## config.mk

```make
export PLATFORM = sky130hd
export DESIGN_NAME = cpu_trap_seq
export DESIGN_NICKNAME = d
export VERILOG_FILES = /design/src/rtl/cpu_trap_pkg.sv /design/src/rtl/cpu_trap_seq.sv
export SDC_FILE = /design/constraint.sdc
export NUM_CORES = 1
export LEC_CHECK = 0
export BUFFER_PORTS_ARGS = -buffer_cell sky130_fd_sc_hd__buf_2
export CAP_MARGIN = 30
export CORE_ASPECT_RATIO = 1.25
export CORE_MARGIN = 3
export CORE_UTILIZATION = 47
export DETAILED_ROUTE_END_ITERATION = 7
export PLACE_DENSITY = 0.85
export SETUP_SLACK_MARGIN = 0.02
export SYNTH_ARGS = -nofsm -noshare
export SYNTH_HDL_FRONTEND = slang
export SYNTH_SLANG_ARGS = --single-unit
```

## constraint.sdc

```tcl
create_clock -name clk -period 2.6 [get_ports clk]
set_input_delay 0.39 -clock clk [delete_from_list [all_inputs] [get_ports clk]]
set_output_delay 0.39 -clock clk [all_outputs]
set_load 0.02 [all_outputs]
```

## src/rtl/cpu_trap_pkg.sv

```systemverilog
// Shared definitions for trap sequencing.
// Holds the trap FSM state encoding, the trap cause encoding, and the
// default vector and link-register constants. The PC-select and decode
// logic use the same constants.
package cpu_trap_pkg;

  typedef enum logic [1:0] {
    IDLE   = 2'd0,
    DRAIN  = 2'd1,
    LINK   = 2'd2,
    VECTOR = 2'd3
  } trap_state_t;

  typedef enum logic {
    EXC = 1'b0,
    IRQ = 1'b1
  } trap_cause_t;

  localparam int          DEF_DRAIN_CYC = 2;
  localparam logic [4:0]  DEF_LINK_EXC  = 5'd26;
  localparam logic [4:0]  DEF_LINK_IRQ  = 5'd31;
  localparam logic [31:0] DEF_VEC_EXC   = 32'h8000_0004;
  localparam logic [31:0] DEF_VEC_IRQ   = 32'h8000_0008;

  // Return address saved in the link register. It wraps modulo 2^32.
  function automatic logic [31:0] link_value(input logic [31:0] pc);
    return pc + 32'd4;
  endfunction

endpackage

```

## src/rtl/cpu_trap_seq.sv

```systemverilog
// Interrupt / exception entry sequencer.
// Owns the single register-file write port. It drains MEM/WB, writes the
// return address (epc+4) into the link register, then redirects fetch to
// the kernel vector.
//
// Ports:
//   clk, reset       clock; asynchronous active-low reset
//   irq              level interrupt request (latched into a pending flag)
//   exc_req          one-cycle illegal-opcode pulse from ID
//   epc              PC of the faulting / interrupted instruction
//   pc_kernel        PC[31] of the current instruction (1 = kernel mode)
//   wb_we/addr/wdata WB-stage write request
//   rf_we/addr/wdata register-file write port
//   stall            freezes IF/ID while a trap is in progress
//   flush            one-cycle pulse on trap accept, kills IF/ID/EX
//   pc_redirect      one-cycle pulse: load pc_target into the PC
//   pc_target        vector address, held until the next redirect
//   busy             FSM not in IDLE
//   dbg_state        current FSM state
//
// Handshake: there is no valid/ready pair. A trap is accepted in the cycle
// where the FSM is IDLE, pc_kernel=0, and either exc_req or the pending IRQ
// flag is set. The WB write request is always honoured in the cycle it is
// presented (unless it targets $0). A trap link write only takes the port
// in a cycle with no competing WB write.
module cpu_trap_seq
  import cpu_trap_pkg::*;
#(
  parameter int          DRAIN_CYC = DEF_DRAIN_CYC,
  parameter logic [4:0]  LINK_EXC  = DEF_LINK_EXC,
  parameter logic [4:0]  LINK_IRQ  = DEF_LINK_IRQ,
  parameter logic [31:0] VEC_EXC   = DEF_VEC_EXC,
  parameter logic [31:0] VEC_IRQ   = DEF_VEC_IRQ
) (
  input  logic        clk,
  input  logic        reset,
  input  logic        irq,
  input  logic        exc_req,
  input  logic [31:0] epc,
  input  logic        pc_kernel,
  input  logic        wb_we,
  input  logic [4:0]  wb_addr,
  input  logic [31:0] wb_wdata,
  output logic        rf_we,
  output logic [4:0]  rf_addr,
  output logic [31:0] rf_wdata,
  output logic        stall,
  output logic        flush,
  output logic        pc_redirect,
  output logic [31:0] pc_target,
  output logic        busy,
  output logic [1:0]  dbg_state
);

  localparam int CNT_W = (DRAIN_CYC > 1) ? $clog2(DRAIN_CYC) : 1;

  trap_state_t       r_state;
  trap_state_t       w_state_nxt;
  trap_cause_t       r_cause;
  trap_cause_t       w_cause_new;
  logic              r_irq_pend;
  logic [CNT_W-1:0]  r_cnt;
  logic [31:0]       r_epc_q;
  logic [31:0]       r_pc_target;
  logic              w_accept;
  logic              w_wb_hit;
  logic [31:0]       w_vec;

  // Reset is folded in so that no flush can appear while reset is held.
  assign w_accept    = reset & (r_state == IDLE) & ~pc_kernel & (exc_req | r_irq_pend);
  assign w_cause_new = exc_req ? EXC : IRQ;
  assign w_wb_hit    = wb_we & (wb_addr != 5'd0);
  assign w_vec       = (r_cause == IRQ) ? VEC_IRQ : VEC_EXC;
  assign dbg_state   = r_state;

  always_ff @(posedge clk or negedge reset) begin
    if (!reset) begin
      r_state     <= IDLE;
      r_cause     <= EXC;
      r_irq_pend  <= 1'b0;
      r_cnt       <= '0;
      r_epc_q     <= 32'd0;
      r_pc_target <= 32'd0;
    end else begin
      r_state <= w_state_nxt;
      if (w_accept) begin
        r_epc_q <= epc;
        r_cause <= w_cause_new;
        r_cnt   <= CNT_W'(DRAIN_CYC - 1);
      end else if (r_state == DRAIN && r_cnt != '0) begin
        r_cnt <= r_cnt - 1'b1;
      end
      // A still-asserted level IRQ re-arms the flag in the same cycle it is
      // consumed.
      r_irq_pend <= irq | (r_irq_pend & ~(w_accept & (w_cause_new == IRQ)));
      if (r_state == VECTOR) begin
        r_pc_target <= w_vec;
      end
    end
  end

  always_comb begin
    w_state_nxt = r_state;
    stall       = 1'b0;
    flush       = 1'b0;
    pc_redirect = 1'b0;
    busy        = 1'b0;
    pc_target   = r_pc_target;
    rf_we       = reset & w_wb_hit;
    rf_addr     = wb_addr;
    rf_wdata    = wb_wdata;
    case (r_state)
      IDLE: begin
        if (w_accept) begin
          flush       = 1'b1;
          w_state_nxt = DRAIN;
        end
      end
      DRAIN: begin
        stall = 1'b1;
        busy  = 1'b1;
        if (r_cnt == '0) w_state_nxt = LINK;
      end
      LINK: begin
        stall = 1'b1;
        busy  = 1'b1;
        // A retiring WB write keeps the port. The link write waits a cycle.
        if (!w_wb_hit) begin
          rf_we       = 1'b1;
          rf_addr     = (r_cause == IRQ) ? LINK_IRQ : LINK_EXC;
          rf_wdata    = link_value(r_epc_q);
          w_state_nxt = VECTOR;
        end
      end
      VECTOR: begin
        stall       = 1'b1;
        busy        = 1'b1;
        pc_redirect = 1'b1;
        pc_target   = w_vec;
        w_state_nxt = IDLE;
      end
      default: w_state_nxt = IDLE;
    endcase
  end

endmodule

```

==> results of run 1 <==
==> per-stage QoR <==
step           hold WS [ps]  setup WS [ps]  setup TNS, ps  cell area [sq um]
4_1_cts                 234           33.1              0               4470
5_1_grt                 245          -14.2          -14.2               4540
3_3_place_gp            433            128              0               4300
3_5_place_dp            431           99.4              0               4300
2_1_floorplan          94.4            123              0               3410
6_report                247           68.0              0               4540
==> kinds of logic (layout without fill, tap and decap cells) <==
| logic type | after synthesis | after routing | share of synthesized area |
|---|---|---|---|
| simple gates | 122 | 122 | 0.188 |
| mux | 37 | 37 | 0.122 |
| flops | 69 | 69 | 0.507 |
| compound gates | 39 | 39 | 0.0624 |
| fa+ha+maj | 6 | 6 | 0.0220 |
| buf+inv | 25 | 187 | 0.0297 |
| xor+xnor | 27 | 27 | 0.0694 |
==> worst register-to-register path: cells and delay by family (launching register included) <==
family | cells | cell delay [ps]
fa+ha+maj | 1 | 210
flops | 1 | 430
mux | 1 | 370
simple gates | 2 | 410
buf+inv | 3 | 650
==> area by class of cell <==
cell class              count  area, sq um  share of cell area
flip-flops and latches     69         1730               0.380
multi-input cells         231         1630               0.358
repair buffers            164          886               0.195
clock buffers              11          141              0.0311
well taps                  90          113              0.0248
inverters                  10         37.5             0.00826
clock inverters             2         12.5             0.00275
==> where the power goes <==
| group | switching [mW] | total (mW) | internal, mW |
|---|---|---|---|
| Sequential | 0.334 | 1.71 | 1.38 |
| Combinational | 1.00 | 1.80 | 0.801 |
| Clock | 0.354 | 0.709 | 0.355 |
==> registers in the layout (all words and copies together) (netlist names) <==
register and flops:
dbg_state 2, r_epc_q 32, r_irq_pend 1, r_pc_target 32, r_cnt 1, r_cause 1
==> worst min path at each step <==
stage / slack, ps / cells after the start / endpoint
global placement: 430 / 1 / r_pc_target[31]
finish: 250 / 2 / r_irq_pend
floorplan: 90 / 0 / dbg_state[0]
detailed placement: 430 / 1 / r_pc_target[31]
global route: 240 / 2 / r_irq_pend
CTS: 230 / 2 / r_irq_pend
==> cells in the final DEF (no fill, tap or decap), types with 2 or more instances in the layout <==
cell and count:
and3_1 4, buf_12 2, buf_2 148, buf_4 14, clkbuf_8 10, dfrtp_1 68
ha_1 4, inv_1 8, inv_2 2, mux2_2 36, nand2_1 41, nand2b_1 4
nand3_1 10, nand4_1 14, nor2_1 7, nor2b_1 29, o21ai_0 33, xnor2_1 8
xor2_1 19
==> per-layer routing <==
layer	part of all wire	track usage	wire length, um
met1	0.39	0.232	3240
met2	0.51	0.330	4240
met3	0.083	0.0569	685
met4	0.0097	0.0767	80
met5	0	0	0
==> what timing repair did <==
| action | CTS | global route |
|---|---|---|
| pin swaps | 0 | 5 |
| setup buffers | 1 | 3 |
| endpoints found under the setup margin | 8 | 18 |
| hold buffers | 0 | 0 |
| resized for setup | 2 | 14 |
| cloned | 0 | 0 |
==> metrics.txt, run 1 <==
clk_lat worst skew=around 330 ps; cell taking the most area after synthesis=dfrtp_1; final setup skew=about 7.2 ps; WL final=8250 um; Yosys reg bits=69; Num CTS Buffers=9; Total GRT Usage=0.195; H-tree levels=3; global route overflow=0; via count=between 2,000 and 3,000; DR pass1 iterations=4; Critical Path RT=~2200 ps; worst r2r path cells=7; DRC=0; WL per Instance=between 10 and 15 um; critical path peak fanout=3; Die Height=101 um; largest net degree at the start of global routing=70; Max Cap Viol=0; Bufs on Longest Clock Path=2; synth top area cells=dfrtp_1, mux2_2, nor2b_1; period utilisation layout=0.974; post-route insts no fill=577; total of warnings raised by yosys=0; Pwr Density=~930 nW/um^2; Leak=around 2.3 nW; FF-to-FF End=r_epc_q[13]; critical path launch point=wb_addr[0]; critical path arrival=2140 ps; I/O Buffers=150; vias in the first global route=2,713; post-synth top area share=0.507; die width=approximately 80 um; routability cong.=0.760; synth cell count leaders=dfrtp_1, nand2_1, mux2_2, o21ai_0, nor2b_1; syn_nets=406; status=finished, final reports clean; Final Hold Fails=0; Crit-path slowest cell=or4_4; FFs w/ async S/R, synth=1.00; initial antenna violation count=0; final antenna-violating net count=0; most common cell in the synthesized netlist=dfrtp_1; RSZ-0062 raised after global routing=yes; maximum clock rate=a little under 400 MHz; WP depth=7; 1st-iter DRT viols=103; HPWL after DPL=approximately 6000 um; CP Class=primary input to output pin; ys flop type=dfrtp_1; CP cell instances=buf_2 > or4_4 > o21ai_4 > nand2_2 > or4_1 > o211ai_1 > buf_4; crit path time final=~2500 ps; Post-Synthesis Cells=about 330; Avg Inst Size Synth=10.5 sq um; Post-Place Cells=560; r2r setup slk=roughly 400 ps; hold_sp=irq; global-route wire length before repair=approximately 12,000 um; average via count per standard cell=about 5.1; Rel. slew slack=0.433; fillers=approximately 570; Seq/Total Area, Yosys=0.507; initial core utilization=0.486; synthesis-to-layout area growth=33.3%; Rows=34; Nets=566; clk sink count=about 70; CP bufs+invs=2; Startpoint Class=primary input; RR Startpoint=dbg_state[0]; Distinct cells, synth=34; io pins=around 150; post-layout total power=between 4 and 5 mW; Post-Syn Area=about 3400 sq um; Worst path max stage delay=between 500 and 600 ps; CTS root buf=clkbuf_8; Post-synth EDFFs=0; Worst-path clk slew=roughly 60 ps; layout cell share with drive strength beyond 1=0.462; worst-margin pin slew=between 800 and 900 ps; Worst path top cell family by delay=simple AND/OR/NAND/NOR gates; Pins Over Slew Limit=0; Hold Crit Class=primary input to flip-flop; critical path endpoint=rf_wdata[31]; Die Area=approximately 8300 sq um; Antenna Cells=0; Critical Path End Type=output pin; peak supply drop=~0.61 mV; # setup viols final=0; TritonCTS clock tree=yes; fin util=0.647; Core ar.=approximately 7000 sq um
Power figures use the tool's default switching activity.
==> run 2, diff against run 1 <==
CORE_UTILIZATION = 51   (was 47)
PLACE_DENSITY = 0.9   (was 0.85)
clock period = 3.23 ns   (was 2.6 ns; I/O delays follow)
==> run 2 against run 1 <==
Setup slack improved by 260 ps; combinational power decreased by 24%; sequential power decreased by 20%; largest power group is now registers; sequential share of layout area increased by 0.67 points; first-iteration DRC count increased by 17%; cell area decreased by 1.8%; cell count decreased by 1.9%; core utilization increased by 5.8 points; total power decreased by 18%; routed wire length decreased by 3.1%; highest routed layer unchanged.
==> metrics.txt, run 2 (synthesis gave the netlist of run 1 again) <==
final antenna-violating net count=0; die width=between 70 and 80 um; critical path launch point=r_epc_q[7]; Post-CTS Setup Inserts=0; FF-to-FF End=r_epc_q[23]; Worst path top cell family by delay=simple AND/OR/NAND/NOR gates; Rel. slew slack=0.396; clk_lat worst skew=~340 ps; Antenna Cells=0; via count=approximately 2,900; WP depth=6; clk sink count=a little under 70; H-tree levels=3; TritonCTS clock tree=yes; Rows=32; Die Height=~97 um; 1st-iter DRT viols=between 100 and 150; RR Startpoint=dbg_state[0]; fillers=around 490; peak supply drop=between 0.5 and 0.6 mV; most common cell after layout, fill and taps aside=buf_2; # setup viols final=0; Die Area=roughly 7700 sq um; layout cell share with drive strength beyond 1=0.443; I/O Buffers=150; Hold Crit Class=primary input to flip-flop; CP Class=flip-flop to output pin; period utilisation layout=0.900; Post-CTS Hold Fix Bufs=0; global route overflow=0; Worst path max stage delay=570 ps; Max Cap Viol=0; WL final=approximately 8000 um; io pins=151; Crit-path slowest cell=nor3_2; HPWL after DPL=6040 um; CTS root buf=clkbuf_8; largest net degree at the start of global routing=a little over 70; Nets=~560; Worst-path clk slew=roughly 80 ps; DRC=0; initial core utilization=0.539; crit path time final=approximately 2900 ps; post-layout total power=between 3 and 4 mW; Final Hold Fails=0; RSZ-0062 raised after global routing=no; Num CTS Buffers=9; routability cong.=between 0.7 and 0.8; WL per Instance=approximately 14 um; Critical Path End Type=output pin; Pwr Density=approximately 770 nW/um^2; worst r2r path cells=7; Critical Path RT=roughly 2800 ps; critical path peak fanout=8; cts repair resizes=0; global-route wire length before repair=12,900 um; final setup skew=10.6 ps; Startpoint Class=flip-flop; CP cell instances=nand4_1 > nor3_2 > nand3_1 > or4_1 > o211ai_1 > buf_2; Core ar.=between 6000 and 7000 sq um; Leak=roughly 2.3 nW; setup tns final=0 ps; commonest non-fill, non-tap cells in the layout=buf_2, dfrtp_1, nand2_1, mux2_2, o21ai_0; Bufs on Longest Clock Path=2; Total GRT Usage=0.212; Pins Over Slew Limit=0; critical path arrival=between 2000 and 2500 ps; critical path endpoint=rf_wdata[31]; status=finished, final reports clean; DR pass1 iterations=4; r2r setup slk=slightly below 900 ps; average via count per standard cell=approximately 5.2; CP bufs+invs=1; initial antenna violation count=0; maximum clock rate=344 MHz; worst-margin pin slew=slightly above 900 ps; vias in the first global route=~2,900; synthesis-to-layout area growth=30.9%
==> run 2: cell types whose count changed in the layout (fill, tap and decap cells not counted), sizes merged <==
cell / delta
clkbuf: +2
buf: -9
bufinv: +1
==> run 2: where the power goes <==
group          total, mW  internal (mW)  switching (mW)
combinational       1.36          0.588           0.775
sequential          1.37           1.11           0.258
clock              0.722          0.419           0.303
total               3.45           2.11            1.34
==> run 2: final cells by class <==
class	instances	area, sq um	share of cell area
Tap cell	85	106	0.0238
Clock inverter	3	42.5	0.00953
Sequential cell	69	1730	0.387
Clock buffer	13	169	0.0379
Multi-Input combinational cell	231	1590	0.357
Inverter	10	37.5	0.00841
Timing Repair Buffer	155	788	0.177
==> run 2: through the flow <==
step,area [sq um],setup WS (ps),util,cells,hold WS (ps)
final,4460,323,0.705,566,332
after global routing,4460,152,0.705,566,337
after CTS,4450,159,0.704,566,315
after detailed placement,4240,454,0.670,550,435
after global placement,4240,507,0.670,550,432
after floorplan,3410,564,-,325,189
==> run 2: routing by layer <==
layer  global-route usage  up-vias  wire length, um
li1                     -     1411                -
met1                0.236     1369             2970
met2                0.377      127             4180
met3               0.0594       16              691
met4               0.0833        0              154
met5                    0        -                0
==> run 2: worst min-delay path by stage <==
stage | from | endpoint | slack (ps) | depth (start not counted)
CTS | irq | r_irq_pend | 310 | 2
detailed placement | r_pc_target[31] | r_pc_target[31] | 430 | 1
global route | irq | r_irq_pend | 340 | 2
floorplan | reset | dbg_state[0] | 190 | 0
finish | irq | r_irq_pend | 330 | 2
global placement | r_pc_target[31] | r_pc_target[31] | 430 | 1
